File: config.mk
export PLATFORM = sky130hd
export DESIGN_NAME = div_iter_unit
export DESIGN_NICKNAME = d
export VERILOG_FILES = /design/src/rtl/div_iter_unit.sv
export SDC_FILE = /design/constraint.sdc
export NUM_CORES = 1
export LEC_CHECK = 0
export CORE_ASPECT_RATIO = 1.25
export CORE_UTILIZATION = 52
export DETAILED_ROUTE_END_ITERATION = 16
export PLACE_DENSITY = 0.77
export SYNTH_ARGS = -nofsm -noshare
export SYNTH_HDL_FRONTEND = slang
export SYNTH_SLANG_ARGS = --single-unit
File: constraint.sdc
create_clock -name clk -period 5.6 [get_ports clk]
set_clock_uncertainty 0.2 [all_clocks]
set_input_delay 1.4 -clock clk [delete_from_list [all_inputs] [get_ports clk]]
set_output_delay 1.4 -clock clk [all_outputs]
set_load 0.01 [all_outputs]
File: src/rtl/div_iter_unit.sv
// rtl/div_iter_unit.sv - iterative radix-2 restoring divider for EX-stage DIV/DIVU (optional DIV_ZERO_FAST_EN)
module div_iter_unit #(
    parameter int WIDTH = 32
) (
    input  logic             clk,
    input  logic             rst,
    input  logic             div_validE,
    input  logic             div_signedE,
    input  logic [WIDTH-1:0] src_aE,
    input  logic [WIDTH-1:0] src_bE,
    input  logic             flush_exceptionE,
    input  logic             ext_stall,
    output logic             alu_stallE,
    output logic             div_doneE,
    output logic [WIDTH-1:0] result_lo,
    output logic [WIDTH-1:0] result_hi
);
    localparam int CW = $clog2(WIDTH);

    typedef enum logic [1:0] {
        S_IDLE,
        S_BUSY,
        S_DONE
    } state_t;

    state_t           r_state;
    state_t           w_next;
    logic [CW-1:0]    r_cnt;
    logic [WIDTH-1:0] r_rem;
    logic [WIDTH-1:0] r_quo;
    logic [WIDTH-1:0] r_div;
    logic [WIDTH-1:0] r_a_raw;
    logic [WIDTH-1:0] r_res_lo;
    logic [WIDTH-1:0] r_res_hi;
    logic             r_neg_q;
    logic             r_neg_r;
    logic             r_b_zero;

    logic             w_start;
    logic             w_b_zero;
    logic [WIDTH-1:0] w_a_mag;
    logic [WIDTH-1:0] w_b_mag;
    logic [WIDTH:0]   w_shift;
    logic [WIDTH:0]   w_trial;
    logic             w_ge;
    logic [WIDTH-1:0] w_rem_nx;
    logic [WIDTH-1:0] w_quo_nx;
    logic             w_last;
    logic [WIDTH-1:0] w_fin_lo;
    logic [WIDTH-1:0] w_fin_hi;
    logic             w_alu_stall;
    logic             w_done;

    assign w_start  = (r_state == S_IDLE) & div_validE & ~flush_exceptionE;
    assign w_b_zero = (src_bE == '0);
    assign w_a_mag  = (div_signedE & src_aE[WIDTH-1]) ? -src_aE : src_aE;
    assign w_b_mag  = (div_signedE & src_bE[WIDTH-1]) ? -src_bE : src_bE;

    // One restoring step; the extra top bit lets |b| = 2^(WIDTH-1) compare correctly.
    assign w_shift  = {r_rem, r_quo[WIDTH-1]};
    assign w_trial  = w_shift - {1'b0, r_div};
    assign w_ge     = ~w_trial[WIDTH];
    assign w_rem_nx = w_ge ? w_trial[WIDTH-1:0] : w_shift[WIDTH-1:0];
    assign w_quo_nx = {r_quo[WIDTH-2:0], w_ge};
    assign w_last   = (r_cnt == CW'(WIDTH - 1));

    // Zero divisor bypasses sign fix-up: quotient all ones, remainder is the raw dividend.
    assign w_fin_lo = r_b_zero ? '1 : (r_neg_q ? -w_quo_nx : w_quo_nx);
    assign w_fin_hi = r_b_zero ? r_a_raw : (r_neg_r ? -w_rem_nx : w_rem_nx);

    always_comb begin
        w_next      = r_state;
        w_alu_stall = 1'b0;
        w_done      = 1'b0;
        case (r_state)
            S_IDLE: begin
                if (w_start) begin
                    w_alu_stall = 1'b1;
`ifdef DIV_ZERO_FAST_EN
                    w_next      = w_b_zero ? S_DONE : S_BUSY;
`else
                    w_next      = S_BUSY;
`endif
                end
            end
            S_BUSY: begin
                w_alu_stall = 1'b1;
                if (w_last) begin
                    w_next = S_DONE;
                end
            end
            S_DONE: begin
                w_done = 1'b1;
                if (!ext_stall) begin
                    w_next = S_IDLE;
                end
            end
            default: begin
                w_next = S_IDLE;
            end
        endcase
        if (flush_exceptionE) begin
            w_next      = S_IDLE;
            w_alu_stall = 1'b0;
            w_done      = 1'b0;
        end
    end

    always_ff @(posedge clk) begin
        if (rst) begin
            r_state  <= S_IDLE;
            r_cnt    <= '0;
            r_rem    <= '0;
            r_quo    <= '0;
            r_div    <= '0;
            r_a_raw  <= '0;
            r_res_lo <= '0;
            r_res_hi <= '0;
            r_neg_q  <= 1'b0;
            r_neg_r  <= 1'b0;
            r_b_zero <= 1'b0;
        end else begin
            r_state <= w_next;
            case (r_state)
                S_IDLE: begin
                    if (w_start) begin
                        r_div    <= w_b_mag;
                        r_quo    <= w_a_mag;
                        r_rem    <= '0;
                        r_cnt    <= '0;
                        r_a_raw  <= src_aE;
                        r_b_zero <= w_b_zero;
                        r_neg_q  <= div_signedE & (src_aE[WIDTH-1] ^ src_bE[WIDTH-1]);
                        r_neg_r  <= div_signedE & src_aE[WIDTH-1];
`ifdef DIV_ZERO_FAST_EN
                        if (w_b_zero) begin
                            r_res_lo <= '1;
                            r_res_hi <= src_aE;
                        end
`endif
                    end
                end
                S_BUSY: begin
                    if (!flush_exceptionE) begin
                        r_rem <= w_rem_nx;
                        r_quo <= w_quo_nx;
                        r_cnt <= r_cnt + CW'(1);
                        if (w_last) begin
                            r_res_lo <= w_fin_lo;
                            r_res_hi <= w_fin_hi;
                        end
                    end
                end
                default: begin
                end
            endcase
        end
    end

    assign alu_stallE = w_alu_stall & ~rst;
    assign div_doneE  = w_done & ~rst;
    assign result_lo  = r_res_lo;
    assign result_hi  = r_res_hi;
endmodule

== After elaboration in Yosys (flattened, before gate mapping) ==
Index checks and enable logic that the tools add are counted.
Operators by class
  reduce and logical (&&, ||, !) cells: 8
  add/sub/neg operators: 6
  muxes and demuxes: 25
  equal/unequal tests: 7
  bitwise operators: 11
Operators with widths (number)
  32-bit 2-to-1 mux: 11
  32-bit negator: 4
  32-bit one-hot mux with 2 select lines: 2
  33-bit by 32-bit subtractor with 33-bit output: 1
  32-bit logical NOT: 1
  5-bit 2-to-1 mux: 2
  5-bit one-hot mux with 2 select lines: 1
  3-bit AND reduction: 3
  2-bit inequality test, second input constant: 4
  1-bit AND: 7
  2-bit 2-to-1 mux: 3
  2-bit one-hot mux with 3 select lines: 1
  5-bit by 1-bit adder with 5-bit output, second input constant: 1
  5-bit == test, second input constant: 1
  1-bit 2-to-1 mux: 4
  1-bit NOT: 3
  2-bit by 1-bit == test with 1-bit output, second input constant: 1
  2-bit == test, second input constant: 1
  2-bit logical NOT: 1
  1-bit one-hot mux with 2 select lines: 1
  2-bit AND reduction: 1
  2-bit nonzero test: 1
  2-bit OR reduction: 1
  1-bit XOR: 1
Word-level totals
  input bits: 70
  bits in registers: 202
  output and inout bits: 66
  logic and storage cells: 68

== Logic depth before layout (Yosys ltp) ==
Gate-level depths: netlist of run 1.
  depth after elaboration: 7
  depth in mapped cells: 25
  depth with buffers taken out: 22

== Worst setup path before layout of run 1 ==
Ideal clock, no wire load.
  path type: register -> register
  start point: register r_quo[31]
  end point: register r_res_hi[30] (netlist: result_hi[30])
  cell stages (with the launch flop): 26
  arrival time: 4.889 ns
  data required time: 5.305 ns
  setup time: 0.095 ns
  clock period less this slack: 5.184 ns
  path slack: 0.416 ns
  path buffers: 3
  path through: dfxtp_1 > inv_1 > ha_1 > inv_1 > fa_1 > a211oi_2 > o211ai_4 > nand3b_4 > a31oi_4 > nor3_2 > nor2_4 > inv_2 > buf_6 > buf_2 > buf_2 > nor2_1 > a21oi_1 > ha_1 > nand2_1 > nor4_1 > or3b_1 > o31ai_2 > nand4_1 > o31ai_1 > xor2_1 > a221oi_1
Between the ends
  word-level cells in the longest chain between the ends: 5
RTL lines
  from (decl): RTL line 30  | logic [WIDTH-1:0] r_quo;
  from (signal assigned): RTL line 128  | r_quo <= w_a_mag;
  from (signal assigned): RTL line 146  | r_quo <= w_quo_nx;
  33-bit by 32-bit subtractor with 33-bit output: RTL line 61  | assign w_trial = w_shift - {1'b0, r_div};
  32-bit 2-to-1 mux (*): RTL line 63  | assign w_rem_nx = w_ge ? w_trial[WIDTH-1:0] : w_shift[WIDTH-1:0];
  32-bit negator: RTL line 69  | assign w_fin_hi = r_b_zero ? r_a_raw : (r_neg_r ? -w_rem_nx : w_rem_nx);
  32-bit 2-to-1 mux (*) (2 in a row): RTL line 69
  to (signal assigned): RTL line 150  | r_res_hi <= w_fin_hi;
  to (decl): RTL line 34  | logic [WIDTH-1:0] r_res_hi;
Mark *: on every way between the ends. The rest lies on a longest branch, timed or not.
A chain may end at the register's enable or synchronous reset.

== Worst setup path in the final report of run 1 ==
  start point: register r_div[17]
  end point: register r_res_hi[30] (netlist: result_hi[30])
Between the ends
  word-level cells in the longest chain between the ends: 5
RTL lines
  from (decl): RTL line 31  | logic [WIDTH-1:0] r_div;
  from (signal assigned): RTL line 127  | r_div <= w_b_mag;
  33-bit by 32-bit subtractor with 33-bit output (*): RTL line 61
  32-bit 2-to-1 mux (*): RTL line 63
  32-bit negator: RTL line 69
  32-bit 2-to-1 mux (*) (2 in a row): RTL line 69
Marks and branches as above.

==> impl_metrics.env, run 1 <==
export IMPL_globalRouteMet2Util_pct=56.5
export IMPL_cts_path_max_buffers=3
export IMPL_grt_use_total_pct=34.5
export IMPL_comb_power_share_pct=19.6
export IMPL_p_leak_nw=5.67
export IMPL_synth_cell_types=95
export IMPL_first_global_vias=12344
export IMPL_synth_edf_count=0
export IMPL_seq_area_frac_synth_pct=31.0
export IMPL_syn_area_sq_mm=0.0131
export IMPL_hold_class="reg -> reg"
export IMPL_n_antenna_cell=0
export IMPL_pwr_share_seq_pct=40.1
export IMPL_via_count=13272
export IMPL_area_delta_synth_final_pct=16.8
export IMPL_clkPwrFrac_pct=40.3
export IMPL_gr_usage_met3_pct=5.69
export IMPL_core_area_sq_mm=0.0246
export IMPL_cap_violations=0
export IMPL_hold_viol=0
export IMPL_switching_share_pct=30.2
export IMPL_drtIter0Drc=1052
export IMPL_fmax_mhz=191
export IMPL_cp_required_ns=5.83
export IMPL_status="completed"
export IMPL_cp_top_family="simple AND/OR/NAND/NOR gates"
export IMPL_end_kind="register"
export IMPL_cp_data_arrival_time_ns=5.47
export IMPL_p_switching_w=0.00114
export IMPL_fp_dieW_um=144
export IMPL_async_flop_share_pct=0
export IMPL_dp_hpwl_mm=33.3
export IMPL_seq_area_sq_mm=0.00404
export IMPL_worstPathMaxFanout=10
export IMPL_cp_num_buf_inv=3
export IMPL_finalSetupTns_ns=0
export IMPL_post_route_min_period_ns=5.24
export IMPL_placed_cell_area_sq_mm=0.0145
export IMPL_wirelength_mm=44.4
export IMPL_fin_ws_ns=0.362
export IMPL_cts_tree="done"
export IMPL_pre_cts_slack_ns=0.463
export IMPL_drc=0
export IMPL_grt_max_degree=72
export IMPL_avgSynthCellArea_sq_um=7.58
export IMPL_worstSetupPathType="reg -> reg"
export IMPL_first_pass_iters=5
export IMPL_viasPerCell=6.20
export IMPL_post_route_cell_area_sq_mm=0.0153
export IMPL_hp_start="r_a_raw[2]"
export IMPL_final_cell_mix="nor2_1 (226), dfxtp_1 (202), nand2_1 (199), a21oi_1 (195), clkdlybuf4s50_1 (134)"
export IMPL_grt_setup_unrepaired="false"
export IMPL_cp_start_kind="register"
export IMPL_p_int_w=0.00265
export IMPL_cts_root_buf="clkbuf_16"
export IMPL_pin_count=136
export IMPL_peakVddDrop_v=0.000236
export IMPL_r2r_start="r_div[17]"
export IMPL_regToRegEndpoint="result_hi[30]"
export IMPL_worstHoldEndpoint="r_a_raw[2]"
export IMPL_placementRows=64
export IMPL_drive_gt1_share_pct=5.80
export IMPL_initial_utilization_pct=53.1
export IMPL_yosysWarnings=0
export IMPL_path_cells="inv_1 > ha_1 > nand4_1 > or4_4 > nand2b_1 > a31oi_4 > o21a_4 > nor2_4 > inv_2 > nor2_1 > a21oi_1 > ha_1 > nand2_1 > nor4_1 > buf_4 > or3b_1 > o31ai_2 > nand4_1 > o31ai_1 > xor2_1 > a221oi_1"
export IMPL_antenna_found_initial=2
export IMPL_path_clk_slew_ns=0.06
export IMPL_ys_ff_latch=202
export IMPL_drtAntennaViolNets=0
export IMPL_insertion_delay_ns=0.54
export IMPL_final_common_cell="nor2_1"
export IMPL_regToRegSetupSlack_ns=0.36
export IMPL_multi_input_area_sq_mm=0.00830
export IMPL_power_density_mw_per_mm2=249
export IMPL_max_stage_delay_ns=0.52
export IMPL_wl_per_cell_um=20.8
export IMPL_slew_violations=0
export IMPL_busiest_layer="met2"
export IMPL_slew_headroom_pct=22.2
export IMPL_worst_slew_pin_slew_ns=1.17
export IMPL_met1_usage_pct=43.8
export IMPL_clkSinkCount=202
export IMPL_report_final_setup_viol=0
export IMPL_syn_nets=1831
export IMPL_cts_made_buffers=23
export IMPL_cpMaxStageDelayCell="or4_4"
export IMPL_r2r_cells=21
export IMPL_whs_path_depth=2
export IMPL_nets=1907
export IMPL_period_share_pct=93.5
export IMPL_io_buffer_count=135
export IMPL_fill_cells=2312
export IMPL_synth_flop_cell="dfxtp_1"
export IMPL_die_area_sq_mm=0.0258
export IMPL_grt_first_pass_wirelength_mm=67.8
export IMPL_place_gp_congestion=0.964
export IMPL_fp_dieH_um=179
export IMPL_grt_ovfl_total=0
export IMPL_synthCells=1722
export IMPL_ctsHtreeMaxLevel=1
## layer usage
metal | vias up | routed length [um]
met5 | - | 12
met4 | 2 | 2160
met3 | 115 | 3440
met2 | 582 | 20400
met1 | 6286 | 18400
li1 | 6287 | -
## cells in the mapped netlist, types with 26 or more instances
cell	n	share of area, %
nor3_1	33	1.3
o31ai_1	26	1.5
ha_1	38	3.6
xor2_1	87	5.8
a21oi_1	195	7.5
nand2_1	199	5.7
clkbuf_1	81	2.3
a211oi_1	70	4.0
dfxtp_1	202	31
inv_1	51	1.5
nor2_1	226	6.5
o21ai_0	116	4.4
xnor2_1	54	3.6
## area by class of cell
type | count | area share [%]
repair buffers | 161 | 10.2
clock buffers | 32 | 4.26
inverters | 53 | 1.30
clock inverters | 5 | 0.615
flip-flops and latches | 202 | 26.5
multi-input cells | 1357 | 54.4
well taps | 330 | 2.71
## worst max-delay path by stage
stage / startpoint / endpoint / slack [ns] / cells after the start
after floorplan: r_quo[31] / result_hi[30] / 0.42 / 25
after global placement: r_div[18] / result_hi[30] / 0.61 / 21
after detailed placement: r_div[17] / result_hi[30] / 0.46 / 21
after CTS: r_quo[31] / result_hi[30] / 0.41 / 21
after global routing: r_div[17] / result_hi[30] / 0.0005 / 21
final: r_div[17] / result_hi[30] / 0.36 / 21
## worst min-delay path: stages, from the launching register on
cell,delay (ns)
dfxtp_1,0.31
nand2_1,0.05
a21oi_1,0.05
## stage by stage
| step | hold WS (ns) | total power [W] | utilization [%] | std cells |
|---|---|---|---|---|
| after detailed placement | 0.246 | 0.00227 | 59.0 | 2103 |
| final | 0.255 | 0.00379 | 62.0 | 2140 |
| after global placement | 0.241 | 0.00227 | 59.0 | 2103 |
| after CTS | 0.255 | 0.00379 | 62.0 | 2140 |
| after floorplan | 0.232 | 0.00203 | - | 1722 |
| after global routing | 0.273 | 0.00392 | 62.0 | 2140 |
## power by group through the flow
stage,combinational (W),sequential (W),clock [W]
after floorplan,0.000493,0.00154,0
after global placement,0.000718,0.00155,0
after detailed placement,0.000721,0.00155,0
after CTS,0.000726,0.00152,0.00154
after global routing,0.000801,0.00153,0.00159
final,0.000742,0.00152,0.00153
## sequential cells by signal, summed over array words and instances (netlist names), 2 cells and up
register   flops
r_a_raw       32
r_state        2
result_hi     32
r_rem         32
r_div         32
r_cnt          5
r_quo         32
result_lo     32
## kinds of logic (layout without fill, tap and decap cells)
| family | count (synthesis) | after routing | share of synthesized area, % |
|---|---|---|---|
| muxes | 28 | 28 | 2.17 |
| AOI/OAI and AO/OA | 548 | 548 | 27.1 |
| adders and majority gates | 39 | 39 | 3.79 |
| xor gates and xnor gates | 141 | 141 | 9.46 |
| DFF | 202 | 202 | 31.0 |
| buffers and inverters | 163 | 251 | 5.70 |
| and+or+nand+nor | 601 | 601 | 20.9 |
## what timing repair did
action,CTS,global route
endpoints found under the setup margin,0,1
hold buffers,0,0
setup buffers,0,0
resized for setup,0,2
(Power assumes the default switching activity.)
==> run 2, diff against run 1 <==
--- a/config.mk
+++ b/config.mk
@@ -8,6 +8,7 @@
 export CORE_ASPECT_RATIO = 1.25
 export CORE_UTILIZATION = 52
 export DETAILED_ROUTE_END_ITERATION = 16
+export GPL_TIMING_DRIVEN = 0
 export PLACE_DENSITY = 0.77
 export SYNTH_ARGS = -nofsm -noshare
 export SYNTH_HDL_FRONTEND = slang
==> run 2 against run 1 <==
- routed wire length grew 11%
- worst hold slack gained 0.0015 ns
- flip-flop and latch count is the same
- utilization grew 1.5 points
- maximum frequency shrank 4.0%
- die area is the same
- clock power shrank 14%
- final cell count grew 4.0%
- largest cell class unchanged
- highest routed layer is now met4
==> impl_metrics.env, run 2 (synthesized netlist as in run 1, its figures left out) <==
export IMPL_worstHoldEndpoint="r_div[31]"
export IMPL_status="completed"
export IMPL_cts_tree="done"
export IMPL_pin_count=136
export IMPL_nets=1993
export IMPL_fp_dieH_um=179
export IMPL_report_final_setup_viol=0
export IMPL_n_antenna_cell=0
export IMPL_slew_violations=0
export IMPL_area_delta_synth_final_pct=19.6
export IMPL_whs_path_depth=2
export IMPL_pre_cts_slack_ns=-1.05
export IMPL_finalSetupTns_ns=0
export IMPL_cp_required_ns=5.76
export IMPL_cts_made_buffers=21
export IMPL_drtIter0Drc=1263
export IMPL_drive_gt1_share_pct=6.17
export IMPL_final_cell_mix="nor2_1 (226), dfxtp_1 (201), nand2_1 (198), a21oi_1 (194), clkdlybuf4s50_1 (134)"
export IMPL_place_gp_congestion=1.03
export IMPL_grt_ovfl_total=0
export IMPL_r2r_cells=22
export IMPL_antenna_found_initial=1
export IMPL_dp_hpwl_mm=38.7
export IMPL_insertion_delay_ns=0.53
export IMPL_fin_ws_ns=0.143
export IMPL_io_buffer_count=134
export IMPL_core_area_sq_mm=0.0246
export IMPL_regToRegEndpoint="result_hi[30]"
export IMPL_final_common_cell="nor2_1"
export IMPL_end_kind="register"
export IMPL_worstPathMaxFanout=10
export IMPL_grt_max_degree=14
export IMPL_cts_path_max_buffers=3
export IMPL_wl_per_cell_um=22.1
export IMPL_placementRows=64
export IMPL_die_area_sq_mm=0.0258
export IMPL_clkSinkCount=202
export IMPL_fill_cells=2276
export IMPL_initial_utilization_pct=53.1
export IMPL_period_share_pct=97.4
export IMPL_hp_start="r_div[31]"
export IMPL_fmax_mhz=183
export IMPL_grt_use_total_pct=38.1
export IMPL_post_route_min_period_ns=5.46
export IMPL_regToRegSetupSlack_ns=0.14
export IMPL_slew_headroom_pct=25.3
export IMPL_cts_root_buf="clkbuf_16"
export IMPL_grt_setup_unrepaired="false"
export IMPL_first_global_vias=13122
export IMPL_cp_start_kind="register"
export IMPL_whs_ns=0.256
export IMPL_cap_violations=0
export IMPL_peakVddDrop_v=0.000223
export IMPL_hold_viol=0
export IMPL_worst_slew_pin_slew_ns=1.11
export IMPL_hold_class="reg -> reg"
export IMPL_cp_data_arrival_time_ns=5.62
export IMPL_fp_dieW_um=144
export IMPL_first_pass_iters=5
export IMPL_ctsHtreeMaxLevel=1
export IMPL_grt_first_pass_wirelength_mm=74.1
export IMPL_viasPerCell=6.19
export IMPL_drtAntennaViolNets=0
export IMPL_p_leak_nw=5.76
export IMPL_drc=0
export IMPL_wirelength_mm=49.1
export IMPL_path_clk_slew_ns=0.06
export IMPL_power_density_mw_per_mm2=232
export IMPL_r2r_start="r_rem[11]"
export IMPL_via_count=13778
export IMPL_hold_buffers=0
export IMPL_worstSetupPathType="reg -> reg"
[run 2: cell types whose count changed in the layout (fill, tap and decap cells not counted), moves of 3 or more]
cell | previous run | this run
buf_1 | 0 | 7
buf_2 | 0 | 6
buf_4 | 26 | 10
clkbuf_1 | 5 | 84
clkbuf_8 | 4 | 8
clkinv_2 | 1 | 5
ha_1 | 37 | 34
[run 2: metrics by stage]
step | util [%] | power, W | area, sq um | instances
after global routing | 63.6 | 0.00374 | 15600 | 2226
after CTS | 63.0 | 0.00358 | 15500 | 2223
final | 63.6 | 0.00362 | 15600 | 2226
after detailed placement | 60.3 | 0.00230 | 14800 | 2186
after floorplan | - | 0.00203 | 13100 | 1722
after global placement | 60.3 | 0.00229 | 14800 | 2186
[run 2: power breakdown]
part	total [W]	internal, W	switching (W)
logic	0.000793	0.000288	0.000505
registers	0.00152	0.00148	0.0000417
clock network	0.00131	0.000703	0.000604
[run 2: metal layers]
layer	GRT usage, %	share of wire (%)	up-vias
met1	47.4	40	6530
met2	63.7	47	635
met4	17.2	4.2	0
li1	-	-	6464
met5	0	0	-
met3	7.10	8.7	149
[run 2: final cells by class]
type / instances / area (sq um) / area share [%]
plain buffers: 107 / 556 / 3.56
clock buffers: 27 / 558 / 3.57
clock inverters: 8 / 48.8 / 0.312
inverters: 53 / 204 / 1.31
flip-flops and latches: 202 / 4050 / 25.9
multi-input cells: 1357 / 8400 / 53.8
repair buffers: 142 / 1400 / 8.97
well taps: 330 / 413 / 2.64
[run 2: worst max-delay path by stage]
stage	startpoint	end	slack, ns
CTS	r_div[20]	result_hi[30]	0.06
global placement	r_div[25]	result_hi[30]	-1.04
finish	r_rem[11]	result_hi[30]	0.14
global route	r_div[16]	result_hi[30]	0.006
detailed placement	r_quo[31]	result_hi[30]	-1.05
floorplan	r_quo[31]	result_hi[30]	0.42
[run 2: critical path, stage by stage, from the launching register on]
cell	delay, ns
dfxtp_1	0.42
ha_1	0.34
clkbuf_8	0.15
nand4_1	0.14
or4_4	0.46
nand3b_4	0.18
a31oi_4	0.29
nor3_4	0.09
nor2_4	0.21
clkinv_4	0.10
buf_8	0.16
buf_6	0.15
buf_12	0.16
a21oi_4	0.17
ha_4	0.17
nand2_1	0.08
nor4_4	0.33
or3b_4	0.44
o31ai_4	0.22
nand4_1	0.23
o31ai_2	0.31
xor2_1	0.21
a221oi_2	0.08
[run 2: what timing repair did]
| item | in CTS | in global routing |
|---|---|---|
| pin swaps | 4 | 7 |
| cloned | 0 | 0 |
| endpoints found under the setup margin | 15 | 7 |
| buffers inserted | 3 | 5 |
| gates resized for setup | 13 | 22 |
==> run 3, diff against run 2 <==
--- a/config.mk
+++ b/config.mk
@@ -7,6 +7,7 @@
 export LEC_CHECK = 0
 export CORE_ASPECT_RATIO = 1.25
 export CORE_UTILIZATION = 52
+export CTS_CLUSTER_DIAMETER = 100
 export DETAILED_ROUTE_END_ITERATION = 16
 export GPL_TIMING_DRIVEN = 0
 export PLACE_DENSITY = 0.77
==> constraint.sdc (replaced) <==
create_clock -name clk -period 5.6 [get_ports clk]
set_clock_uncertainty 0.2 [all_clocks]
set_input_delay 0.84 -clock clk [delete_from_list [all_inputs] [get_ports clk]]
set_output_delay 0.84 -clock clk [all_outputs]
set_load 0.01 [all_outputs]
==> results of run 3 <==
Same layout as run 2: the final DEF is identical, and so are final timing and power.
